$ cat config.mk
export PLATFORM = sky130hd
export DESIGN_NAME = lamp_sequencer_flat
export DESIGN_NICKNAME = d
export VERILOG_FILES = /design/src/rtl/lamp_if.sv /design/src/rtl/lamp_sequencer.sv /design/src/flat_wrapper.sv
export SDC_FILE = /design/constraint.sdc
export NUM_CORES = 1
export LEC_CHECK = 0
export BUFFER_PORTS_ARGS = -buffer_cell sky130_fd_sc_hd__buf_2
export CORE_ASPECT_RATIO = 1.25
export CORE_UTILIZATION = 30
export DETAILED_ROUTE_END_ITERATION = 16
export HOLD_SLACK_MARGIN = 0.1
export SLEW_MARGIN = 10
export SYNTH_ARGS = -nofsm -noshare
export SYNTH_HDL_FRONTEND = slang
export SYNTH_SLANG_ARGS = --single-unit
export TNS_END_PERCENT = 100
$ cat constraint.sdc
create_clock -name clk -period 1.9 [get_ports clk]
set_input_delay 0.19 -clock clk [delete_from_list [all_inputs] [get_ports clk]]
set_output_delay 0.19 -clock clk [all_outputs]
set_load 0.1 [all_outputs]
$ cat src/rtl/lamp_if.sv
// lamp_if: turn/hazard requests (master drives) and lamp/mode/busy/step status (slave drives)
interface lamp_if;
    logic       turn_left;
    logic       turn_right;
    logic       emergency;
    logic [2:0] left_lamp;
    logic [2:0] right_lamp;
    logic [1:0] mode;
    logic       busy;
    logic       step;
    modport master (
        output turn_left, turn_right, emergency,
        input  left_lamp, right_lamp, mode, busy, step
    );
    modport slave (
        input  turn_left, turn_right, emergency,
        output left_lamp, right_lamp, mode, busy, step
    );
endinterface

$ cat src/rtl/lamp_sequencer.sv
// lamp_sequencer: turn/hazard lamp sequencer stepping every TICK_DIV cycles; ports clk, rst, bus (lamp_if.slave: requests in, lamps/mode/busy/step out)
module lamp_sequencer #(
    parameter int TICK_DIV = 4
) (
    input logic   clk,
    input logic   rst,
    lamp_if.slave bus
);
    localparam logic [1:0] IDLE   = 2'd0;
    localparam logic [1:0] LEFT   = 2'd1;
    localparam logic [1:0] RIGHT  = 2'd2;
    localparam logic [1:0] HAZARD = 2'd3;
    logic [15:0] cnt;
    logic [1:0]  mode;
    logic [1:0]  phase;
    logic [1:0]  req;
    logic [2:0]  pat;
    logic [2:0]  haz;
    logic        tick;
    always_comb begin
        tick = cnt == 16'(TICK_DIV - 1);
        req  = (bus.emergency || (bus.turn_left && bus.turn_right)) ? HAZARD :
               bus.turn_left  ? LEFT  :
               bus.turn_right ? RIGHT : IDLE;
        pat  = {phase == 2'd3, phase[1], phase != 2'd0};
        haz  = {3{phase[0]}};
    end
    always_ff @(posedge clk) begin
        if (rst) begin
            cnt   <= '0;
            mode  <= IDLE;
            phase <= 2'd0;
        end else begin
            cnt <= tick ? '0 : cnt + 16'd1;
            if (tick) begin
                mode  <= req;
                phase <= (req == IDLE) ? 2'd0 : (req != mode) ? 2'd1 : phase + 2'd1;
            end
        end
    end
    assign bus.left_lamp  = (mode == LEFT)  ? pat : (mode == HAZARD) ? haz : 3'b000;
    assign bus.right_lamp = (mode == RIGHT) ? pat : (mode == HAZARD) ? haz : 3'b000;
    assign bus.mode       = mode;
    assign bus.busy       = mode != IDLE;
    assign bus.step       = tick;
endmodule
$ cat src/flat_wrapper.sv
// flat-port wrapper written by rule: the top's interface ports become plain ports
module lamp_sequencer_flat 
#(
    parameter int TICK_DIV = 4
)
  (clk, rst, bus_turn_left, bus_turn_right, bus_emergency, bus_left_lamp, bus_right_lamp, bus_mode, bus_busy, bus_step);
  lamp_if bus_i ();
  input logic clk;
  input logic rst;
  input wire logic [$bits(bus_i.turn_left)-1:0] bus_turn_left;
  input wire logic [$bits(bus_i.turn_right)-1:0] bus_turn_right;
  input wire logic [$bits(bus_i.emergency)-1:0] bus_emergency;
  output wire logic [$bits(bus_i.left_lamp)-1:0] bus_left_lamp;
  output wire logic [$bits(bus_i.right_lamp)-1:0] bus_right_lamp;
  output wire logic [$bits(bus_i.mode)-1:0] bus_mode;
  output wire logic [$bits(bus_i.busy)-1:0] bus_busy;
  output wire logic [$bits(bus_i.step)-1:0] bus_step;
  assign bus_i.turn_left = bus_turn_left;
  assign bus_i.turn_right = bus_turn_right;
  assign bus_i.emergency = bus_emergency;
  assign bus_left_lamp = bus_i.left_lamp;
  assign bus_right_lamp = bus_i.right_lamp;
  assign bus_mode = bus_i.mode;
  assign bus_busy = bus_i.busy;
  assign bus_step = bus_i.step;
  lamp_sequencer #(.TICK_DIV(TICK_DIV)) u_core (.clk(clk), .rst(rst), .bus(bus_i));
endmodule
[Word level (Yosys, flattened, before mapping)]
Index checks and enable logic that the tools add are counted.
Widths: inputs -> output; s select.
Operators by class
  $add $sub $neg: 2
  bitwise logic cells: 0
  divide/modulo/power cells: 0
  reduce and logical (&&, ||, !) cells: 6
  magnitude comparators: 0
  shift-type cells: 0
  multipliers: 0
  multiplexer cells: 8
  equality and inequality tests: 6
Operators with widths (number)
  $add 16x1->16 const B: 1
  $eq 16x2->1 const B: 1
  $mux 2: 5
  $mux 3: 3
  $eq 2x2->1 const B: 3
  $reduce_bool 2->1: 2
  $add 2x1->2 const B: 1
  $eq 2x1->1 const B: 1
  $logic_not 2->1: 1
  $ne 2x2->1: 1
  $reduce_or 2->1: 1
  $logic_and 1x1->1: 1
  $logic_or 1x1->1: 1
Storage, ports and cells
  input port bits: 5
  memories kept: 0
  bits in writable memories: 0
  output and inout bits: 10
  bits in read-only memories: 0
  flip-flop bits (word level): 20
  bits in latches: 0

[Longest topological paths before layout]
Gate-level depths: netlist of run 1.
  depth after elaboration: 6
  depth in mapped cells: 8

[Worst setup path before layout of run 1]
OpenSTA, ideal clock, no wires.
  kind: register to output
  from: reg u_core.mode[0], in the netlist u_core.bus.mode[0]
  to: out bus_right_lamp[1]
  data arrival time: 3.532 ns
  setup slack: -1.822 ns
  buffers on the path: 1
  cell stages (with the launch flop): 4
  cell sequence: dfxtp_1 clkbuf_1 nand2_1 a21boi_0
Between the ends
  cells in the longest elaborated chain, start to end: 3
  elaborated cells on any way between the ends: 4
  classes of those cells: eq/ne: 2; mux: 2
RTL lines
  start: declaration: line lamp_sequencer.sv:14  | logic [1:0] mode;
  start signal: assignment: line lamp_sequencer.sv:36  | mode <= req;
  $eq 2x2->1: line lamp_sequencer.sv:42  | assign bus.right_lamp = (mode == RIGHT) ? pat : (mode == HAZARD) ? haz : 3'b000;
  $mux 3: line lamp_sequencer.sv:42
  $mux 3 *: line lamp_sequencer.sv:42
  end: declaration: line flat_wrapper.sv:14  | output wire logic [$bits(bus_i.right_lamp)-1:0] bus_right_lamp;
Mark *: on every way between the ends. The rest lies on a longest branch, timed or not.

[Worst setup path in the final report of run 1]
  from: reg u_core.cnt[0]
  to: out bus_step
Between the ends
  cells in the longest elaborated chain, start to end: 1
RTL lines
  start: declaration: line lamp_sequencer.sv:13  | logic [15:0] cnt;
  start signal: assignment: line lamp_sequencer.sv:34  | cnt <= tick ? '0 : cnt + 16'd1;
  $eq 16x2->1: line lamp_sequencer.sv:21  | tick = cnt == 16'(TICK_DIV - 1);
  end: declaration: line flat_wrapper.sv:17  | output wire logic [$bits(bus_i.step)-1:0] bus_step;
Every way passes these cells.

==> results of run 1 <==
[final cells by class]
| cell class | count | area share |
|---|---|---|
| clock buffer | 3 | 0.0321 |
| inverter | 5 | 0.0146 |
| sequential | 20 | 0.317 |
| timing repair buffer | 16 | 0.0816 |
| tap | 37 | 0.0360 |
| multi-input combinational | 98 | 0.516 |
| clock inverter | 1 | 0.00292 |
[per-stage QoR]
stage               total power, mW  hold WS (ns)
floorplan                     0.611         0.253
global route                  0.960         0.167
detailed placement            0.644         0.425
finish                        0.918         0.156
CTS                           0.921         0.150
global placement              0.635         0.428
[worst min-delay path by stage]
stage	from	to	slack [ns]	depth (start not counted)
detailed placement	rst	u_core.bus.mode[1]	0.42	2
global placement	rst	u_core.bus.mode[0]	0.43	2
floorplan	rst	u_core.bus.mode[0]	0.25	1
CTS	rst	u_core.bus.mode[1]	0.15	2
finish	rst	u_core.bus.mode[1]	0.16	2
global route	rst	u_core.bus.mode[1]	0.17	2
[cell families (layout without fill, tap and decap cells)]
logic type	after synthesis	after routing	share of synthesized area
DFF	20	20	0.375
adders and majority gates	3	3	0.0352
buffers and inverters	11	25	0.0645
and+or+nand+nor	66	66	0.308
AOI/OAI and AO/OA	13	13	0.0832
muxes	1	1	0.0106
xor gates and xnor gates	15	15	0.123
[metal layers]
metal	routed length, µm	vias to the layer above	share of wire	GRT usage
li1	-	465	-	-
met1	896	390	0.45	0.124
met2	990	18	0.49	0.230
met3	73	5	0.036	0.0205
met4	51	0	0.025	0.0750
met5	0	-	0	0
[power groups by stage]
stage	logic [mW]	registers (mW)	clock network (mW)
after floorplan	0.131	0.481	0
after global placement	0.170	0.466	0
after detailed placement	0.176	0.468	0
after CTS	0.177	0.458	0.286
after global routing	0.196	0.464	0.300
final	0.179	0.460	0.278
[worst reg2reg max path: cells and delay by family (launching register included)]
kind | cells | cell delay, ns
AOI/OAI and AO/OA | 1 | 0.21
muxes | 1 | 0.34
DFF | 1 | 0.39
adders and majority gates | 1 | 0.17
and+or+nand+nor | 2 | 0.43
[sequential cells by signal, summed over array words and instances, names as in the netlist]
register	flops
u_core.bus.mode	2
u_core.cnt	16
u_core.phase	2
[layout by cell type, fill, tap and decap left out, types with 5 or more instances in the layout]
master	count
nand2_1	7
nor2_1	26
inv_1	5
buf_2	11
nor3_1	7
dfxtp_1	18
xnor2_1	13
nand3_1	6
nor4_1	6
==> impl_metrics.toml, run 1 <==
[power]
pwr-share-clk = 0.303
p_leak_nw = 0.433
intPower_mw = 0.644
comb_power_share = 0.195
power_density_nw_per_um2 = 713
peakVddDrop_mv = 0.451
netSwitchingFraction = 0.299
p_sw_mw = 0.274
pwr-share-seq = 0.501

[timing]
fmax_ghz = 0.561
report.final.slew_viol_count = 0
fin_crit_sh = 0.938
fin_crit_ns = 1.78
finClkSkew_ns = 0.00402
hold_viol_final = 0
setup_tns_ns = 0
grt_setup_unrepaired = "no"
tightestPinTransition_ns = 0.486
slew_headroom = 0.678
setup_violations = 0
fin_ws_ns = 0.118

[critical_path]
crit_start = "u_core.cnt[0]"
reg2reg_slack_ns = 0.26
max_stage_delay_ns = 0.39
timing.rr.start = "u_core.cnt[0]"
path_buf_inv = 2
arrival_ns = 1.59
cp_cell_sequence = "ha_4, nor4b_2, and4_1, buf_4, buf_12"
rr_worst_depth = 5
critPathMaxFanout = 6
crit_type = "reg2out"
cp.depth = 5
cp-end-kind = "output pin"
crit_end = "bus_step"
cpMaxStageDelayCell = "dfxtp_1"
worstPathRequired_ns = 1.71
cp_top_family = "simple AND/OR/NAND/NOR gates"
reg2reg_to = "u_core.phase[0]"
setup.worst_path.start_class = "flop"

[global_routing]
grt_start_max_net_pins = 17
antenna_found_initial = 0
grt_overflow = 0
grt.total_usage = 0.120
grt_pass1_wl_um = 3610
grt_pass1_vias = 839

[clock_tree]
cts_sinks = 20
cts_tree = "done"
post_cts_buffers = 0
clkTransAtPathRegs_ns = 0.07
clock_latency_ns = 0.26
root_buffer = "clkbuf_8"
clockBufferDepth = 2
hold_buffers = 0
htreeDepth = 1
ctsResizeCount = 0
numCtsBuffers = 3

[routing]
drt_wl_total_um = 2010
drt_iter0_markers = 19
drt_first_pass_iters = 2
dr_total_vias = 878
ant_nets = 0
drc = 0
viasPerCell = 4.88
wl_per_cell_um = 11.2

[finish]
multiInputGateArea_um2 = 664
postLayoutCoreUtil = 0.389
diodes = 0
final_cell_area_um2 = 1290
areaGrowthSynthToFinish_pct = 20.6
regArea_um2 = 408
nNetsFinal = 152
final_cells = 180
fillers = 342
drive_above_1_share = 0.231

[status]
outcome = "complete, no violations"

[logic_synthesis]
synth_most_common_cell = "nor2_1"
synth_top_flop_cell = "dfxtp_1"
syn_avg_cell_area_um2 = 8.27
ys_seq_area_frac = 0.375
yosys.area.top_type = "dfxtp_1"
postSynth.asyncResetShare = 0
synth_edf_count = 0
synthesis.nets = 137
netlist_instances = 129
syn-cell-area_um2 = 1070
synth_cell_types = 31
synth_area_leaders = "dfxtp_1, xnor2_1, nor2_1"
netlist.area_leader.share = 0.375
yosysWarningCount = 0
synth_common_cells = "nor2_1, dfxtp_1, xnor2_1"
synth_seq_cells = 20

[place]
io_buffers = 14
placed_area_um2 = 1220
placed_cells_incl_taps = 176
gp_congestion = 0.755
hpwl_um = 1500
pre_cts_slack_ns = 0.161

[floorplanning]
core_area_um2 = 3310
ioPinCount = 15
num_rows = 23
dieArea_um2 = 3800
start_util = 0.322
dieWidth_um = 55.4
die_y_um = 68.7

[run]
max_cap_violations = 0

[min_path]
hold_path_class = "in2reg"
(Power assumes the default switching activity.)
==> inputs of run 2 (changes only) <==
--- a/config.mk
+++ b/config.mk
@@ -6,7 +6,7 @@
 export NUM_CORES = 1
 export LEC_CHECK = 0
 export BUFFER_PORTS_ARGS = -buffer_cell sky130_fd_sc_hd__buf_2
-export CORE_ASPECT_RATIO = 1.25
+export CORE_ASPECT_RATIO = 0.5
 export CORE_UTILIZATION = 30
 export DETAILED_ROUTE_END_ITERATION = 16
 export HOLD_SLACK_MARGIN = 0.1
==> run 2 against run 1 <==
  * Global-route usage grew 0.43 points
  * Combinational power is essentially flat
  * Wire length grew 6.9%
  * Setup slack lost 0.034 ns
  * Final cell count grew 7.2%
  * Clock skew grew 0.0039 ns
  * Register-to-register slack lost 0.11 ns
  * Largest power group unchanged
  * Highest routed layer unchanged
==> impl_metrics.toml, run 2 (synthesized netlist as in run 1, its figures left out) <==
[place]
io_buffers = 14
hpwl_um = 1570
placed_cells_incl_taps = 188
gp_congestion = 0.763

[global_routing]
grt_overflow = 0
grt_start_max_net_pins = 14
antenna_found_initial = 0
grt_pass1_vias = 786
grt_pass1_wl_um = 3600
grt.total_usage = 0.125

[floorplanning]
num_rows = 14
dieWidth_um = 86.4
ioPinCount = 15
dieArea_um2 = 3810
die_y_um = 44.2
start_util = 0.335
core_area_um2 = 3190

[routing]
viasPerCell = 4.74
dr_total_vias = 915
drt_first_pass_iters = 4
ant_nets = 0
drc = 0
drt_iter0_markers = 105
drt_wl_total_um = 2150
wl_per_cell_um = 11.1

[power]
comb_power_share = 0.194
pwr-share-clk = 0.305
netSwitchingFraction = 0.298
intPower_mw = 0.643
pwr-share-seq = 0.501
peakVddDrop_mv = 0.197
p_leak_nw = 0.439
p_sw_mw = 0.272
power_density_nw_per_um2 = 704

[finish]
drive_above_1_share = 0.234
multiInputGateArea_um2 = 648
final_cells = 193
fillers = 336
final_cell_mix = "nor2_1, dfxtp_1, xnor2_1"
diodes = 0
areaGrowthSynthToFinish_pct = 21.8
largest_register_ffs = 16
nNetsFinal = 154
regArea_um2 = 408
final_common_cell = "nor2_1"
reg_top3 = "u_core.cnt x16, u_core.bus.mode x2, u_core.phase x2"
top_register = "u_core.cnt"

[timing]
fmax_ghz = 0.551
tightestPinTransition_ns = 0.489
report.final.slew_viol_count = 0
fin_crit_ns = 1.82
slew_headroom = 0.676
fin_crit_sh = 0.956
setup_violations = 0
setup_tns_ns = 0
finClkSkew_ns = 0.00789
hold_viol_final = 0
grt_setup_unrepaired = "no"

[critical_path]
critPathMaxFanout = 7
cp-end-kind = "output pin"
cp_top_family = "simple AND/OR/NAND/NOR gates"
timing.rr.start = "u_core.cnt[0]"
cp_cell_sequence = "ha_2, nor4b_1, and4_1, buf_4, buf_12"
worstPathRequired_ns = 1.71
crit_type = "reg2out"
arrival_ns = 1.63
reg2reg_slack_ns = 0.15
cpMaxStageDelayCell = "dfxtp_1"
reg2reg_to = "u_core.phase[0]"
rr_worst_depth = 6
path_buf_inv = 2
setup.worst_path.start_class = "flop"
max_stage_delay_ns = 0.36

[min_path]
hold_path_class = "in2reg"
hp-start = "rst"
min_to = "u_core.bus.mode[1]"
hold_depth = 2

[run]
max_cap_violations = 0

[clock_tree]
clock_latency_ns = 0.26
clkTransAtPathRegs_ns = 0.08
numCtsBuffers = 3
hold_buffers = 0
cts_sinks = 20
htreeDepth = 1
root_buffer = "clkbuf_8"
cts_tree = "done"
clockBufferDepth = 2

[status]
outcome = "complete, no violations"
[run 2: worst reg2reg max path: stages (launching register included)]
cell	delay (ns)
dfxtp_1	0.36
ha_2	0.22
nor4b_1	0.21
and4_1	0.24
buf_4	0.11
mux2_2	0.31
a31o_2	0.20
[run 2: metal layers]
metal / vias to the layer above / global-route usage / part of all wire
met5: - / 0 / 0
met4: 0 / 0.0300 / 0.0056
met3: 2 / 0.0392 / 0.060
met2: 28 / 0.208 / 0.45
li1: 470 / - / -
met1: 415 / 0.160 / 0.48
[run 2: worst max path at each step]
stage,start,endpoint,slack [ns],depth (start not counted)
2_1_floorplan,u_core.cnt[0],u_core.phase[0],0.04,6
3_3_place_gp,u_core.cnt[0],u_core.phase[0],0.26,5
3_5_place_dp,u_core.cnt[0],u_core.phase[0],0.22,5
4_1_cts,u_core.cnt[0],bus_step,0.05,5
5_1_grt,u_core.cnt[0],bus_step,0.002,5
6_report,u_core.cnt[0],bus_step,0.08,5
[run 2: power by group through the flow]
| stage | combinational [mW] | sequential, mW | clock, mW |
|---|---|---|---|
| floorplan | 0.131 | 0.481 | 0 |
| global placement | 0.174 | 0.468 | 0 |
| detailed placement | 0.174 | 0.469 | 0 |
| CTS | 0.175 | 0.459 | 0.288 |
| global route | 0.191 | 0.462 | 0.304 |
| finish | 0.177 | 0.459 | 0.279 |
[run 2: through the flow]
step                setup WS, ns  power [mW]  hold slack [ns]  cell area, µm²  utilization
global placement           0.256       0.641            0.424            1240        0.389
finish                    0.0845       0.915            0.152            1300        0.408
floorplan                 0.0371       0.611            0.253            1120            -
global route             0.00194       0.957            0.150            1300        0.408
CTS                       0.0525       0.922            0.150            1280        0.403
detailed placement         0.220       0.644            0.426            1240        0.389
[run 2: area by class of cell]
cell class / count / share of cell area
Clock buffer: 3 / 0.0318
Clock inverter: 1 / 0.00289
Inverter: 5 / 0.0144
Sequential cell: 20 / 0.314
Multi-Input combinational cell: 98 / 0.499
Timing Repair Buffer: 18 / 0.0924
Tap cell: 48 / 0.0462
[run 2: repair_timing]
| item | 4_1_cts | 5_1_grt |
|---|---|---|
| resized for setup | 0 | 3 |
| setup endpoints to repair | 0 | 3 |
| buffers inserted | 0 | 1 |
==> inputs of run 3 (changes only) <==
==> constraint.sdc (replaced) <==
create_clock -name clk -period 1.9 [get_ports clk]
set_input_delay 0.285 -clock clk [delete_from_list [all_inputs] [get_ports clk]]
set_output_delay 0.285 -clock clk [all_outputs]
set_load 0.1 [all_outputs]
==> run 3 against run 2 <==
  * Die area unchanged
  * Global-route usage increased by 0.083 points
  * Clock-buffer cell count stayed put
  * Via count down 0.55%
  * Combinational power grew 5%
  * Flip-flop and latch count did not move
  * Clock skew decreased by 0.0067 ns
  * Non-clock buffer count is 1 higher
  * Hold slack better by 0.10 ns
  * Register-to-register slack about the same
  * Fmax fell by 0.35%
  * Sequential power barely moved
==> impl_metrics.toml, run 3 (synthesized netlist as in run 1, its figures left out) <==
[status]
outcome = "complete, no violations"

[timing]
hold_viol_final = 0
fin_crit_sh = 0.959
fin_ws_ns = 0.0781
finClkSkew_ns = 0.00123
whs_ns = 0.255
fmax_ghz = 0.549
grt_setup_unrepaired = "yes"
report.final.slew_viol_count = 0
fin_crit_ns = 1.82
tightestPinTransition_ns = 0.485
slew_headroom = 0.679
setup_violations = 0

[routing]
drt_first_pass_iters = 5
wl_per_cell_um = 10.6
drt_iter0_markers = 28
viasPerCell = 4.69
drt_wl_total_um = 2060
drc = 0
dr_total_vias = 910
ant_nets = 0

[floorplanning]
num_rows = 14
dieArea_um2 = 3810
die_y_um = 44.2
ioPinCount = 15
start_util = 0.335
core_area_um2 = 3190
dieWidth_um = 86.4

[finish]
top_register = "u_core.cnt"
areaGrowthSynthToFinish_pct = 26.5
reg_top3 = "u_core.cnt x16, u_core.bus.mode x2, u_core.phase x2"
postLayoutCoreUtil = 0.423
regArea_um2 = 408
largest_register_ffs = 16
fillers = 339
final_cell_mix = "nor2_1, dfxtp_1, xnor2_1"
diodes = 0
nNetsFinal = 155
drive_above_1_share = 0.253
multiInputGateArea_um2 = 661
final_common_cell = "nor2_1"

[critical_path]
cp_top_family = "simple AND/OR/NAND/NOR gates"
max_stage_delay_ns = 0.36
critPathMaxFanout = 4
timing.rr.start = "u_core.cnt[0]"
path_buf_inv = 2
cp-end-kind = "output pin"
crit_type = "reg2out"
setup.worst_path.start_class = "flop"
cpMaxStageDelayCell = "dfxtp_1"
rr_worst_depth = 6
worstPathRequired_ns = 1.62
reg2reg_to = "u_core.phase[0]"
arrival_ns = 1.54
reg2reg_slack_ns = 0.16
cp_cell_sequence = "ha_2, nor4b_2, and4_1, buf_4, buf_12"

[place]
io_buffers = 14
pre_cts_slack_ns = 0.188
hpwl_um = 1520
gp_congestion = 0.796

[power]
power_mw = 0.920
power_density_nw_per_um2 = 682
p_leak_nw = 0.454
peakVddDrop_mv = 0.183

[clock_tree]
cts_sinks = 20
htreeDepth = 1
root_buffer = "clkbuf_8"
clockBufferDepth = 2
numCtsBuffers = 3
cts_tree = "done"
clock_latency_ns = 0.25
hold_buffers = 0
clkTransAtPathRegs_ns = 0.07

[min_path]
hold_depth = 2
min_to = "u_core.bus.mode[0]"
hold_path_class = "in2reg"
hp-start = "rst"

[global_routing]
grt_start_max_net_pins = 14
grt_overflow = 0
antenna_found_initial = 0
grt_pass1_wl_um = 3640
grt.total_usage = 0.125
grt_pass1_vias = 817

[run]
max_cap_violations = 0
-- run 3: cell types whose count changed in the layout (fill, tap and decap cells not counted), sizes merged --
cell / change
buf: +1
-- run 3: area by class of cell --
class,count,area share
Multi-Input combinational cell,98,0.489
Clock buffer,3,0.0306
Clock inverter,1,0.00278
Sequential cell,20,0.302
Timing Repair Buffer,19,0.117
Inverter,5,0.0139
Tap cell,48,0.0445
-- run 3: where the power goes --
| part | switching, mW | internal (mW) |
|---|---|---|
| clock network | 0.133 | 0.144 |
| logic | 0.114 | 0.0701 |
| registers | 0.0245 | 0.435 |
-- run 3: timing repair --
action | CTS | global route
gates resized for setup | 0 | 5
setup buffers | 1 | 0
endpoints found under the setup margin | 1 | 3
-- run 3: worst reg2reg max path: stages (launching register included) --
cell and delay, ns:
dfxtp_1 0.36, ha_2 0.23, nor4b_2 0.18, and4_1 0.22, buf_4 0.12, mux2_2 0.32, a31o_2 0.21
-- run 3: metrics by stage --
stage          cells  setup TNS, ns  cell area [µm²]
2_1_floorplan    129              0             1120
3_3_place_gp     189              0             1280
3_5_place_dp     189              0             1280
4_1_cts          194              0             1330
5_1_grt          194        -0.0315             1350
6_report         194              0             1350
-- run 3: worst max-delay path by stage --
stage | slack, ns | start | cells after the start | endpoint
6_report | 0.08 | u_core.cnt[0] | 5 | bus_step
5_1_grt | -0.03 | u_core.cnt[0] | 5 | bus_step
4_1_cts | 0.02 | u_core.cnt[0] | 5 | bus_step
3_5_place_dp | 0.19 | u_core.cnt[0] | 5 | u_core.phase[0]
3_3_place_gp | 0.21 | u_core.cnt[0] | 5 | u_core.phase[0]
2_1_floorplan | 0.01 | u_core.bus.mode[0] | 3 | bus_right_lamp[1]
-- run 3: layer usage --
metal / up-vias / share of wire / GRT usage
met5: - / 0 / 0
met4: 0 / 0.016 / 0.0467
met3: 7 / 0.061 / 0.0448
met2: 27 / 0.44 / 0.211
met1: 402 / 0.48 / 0.151
li1: 474 / - / -
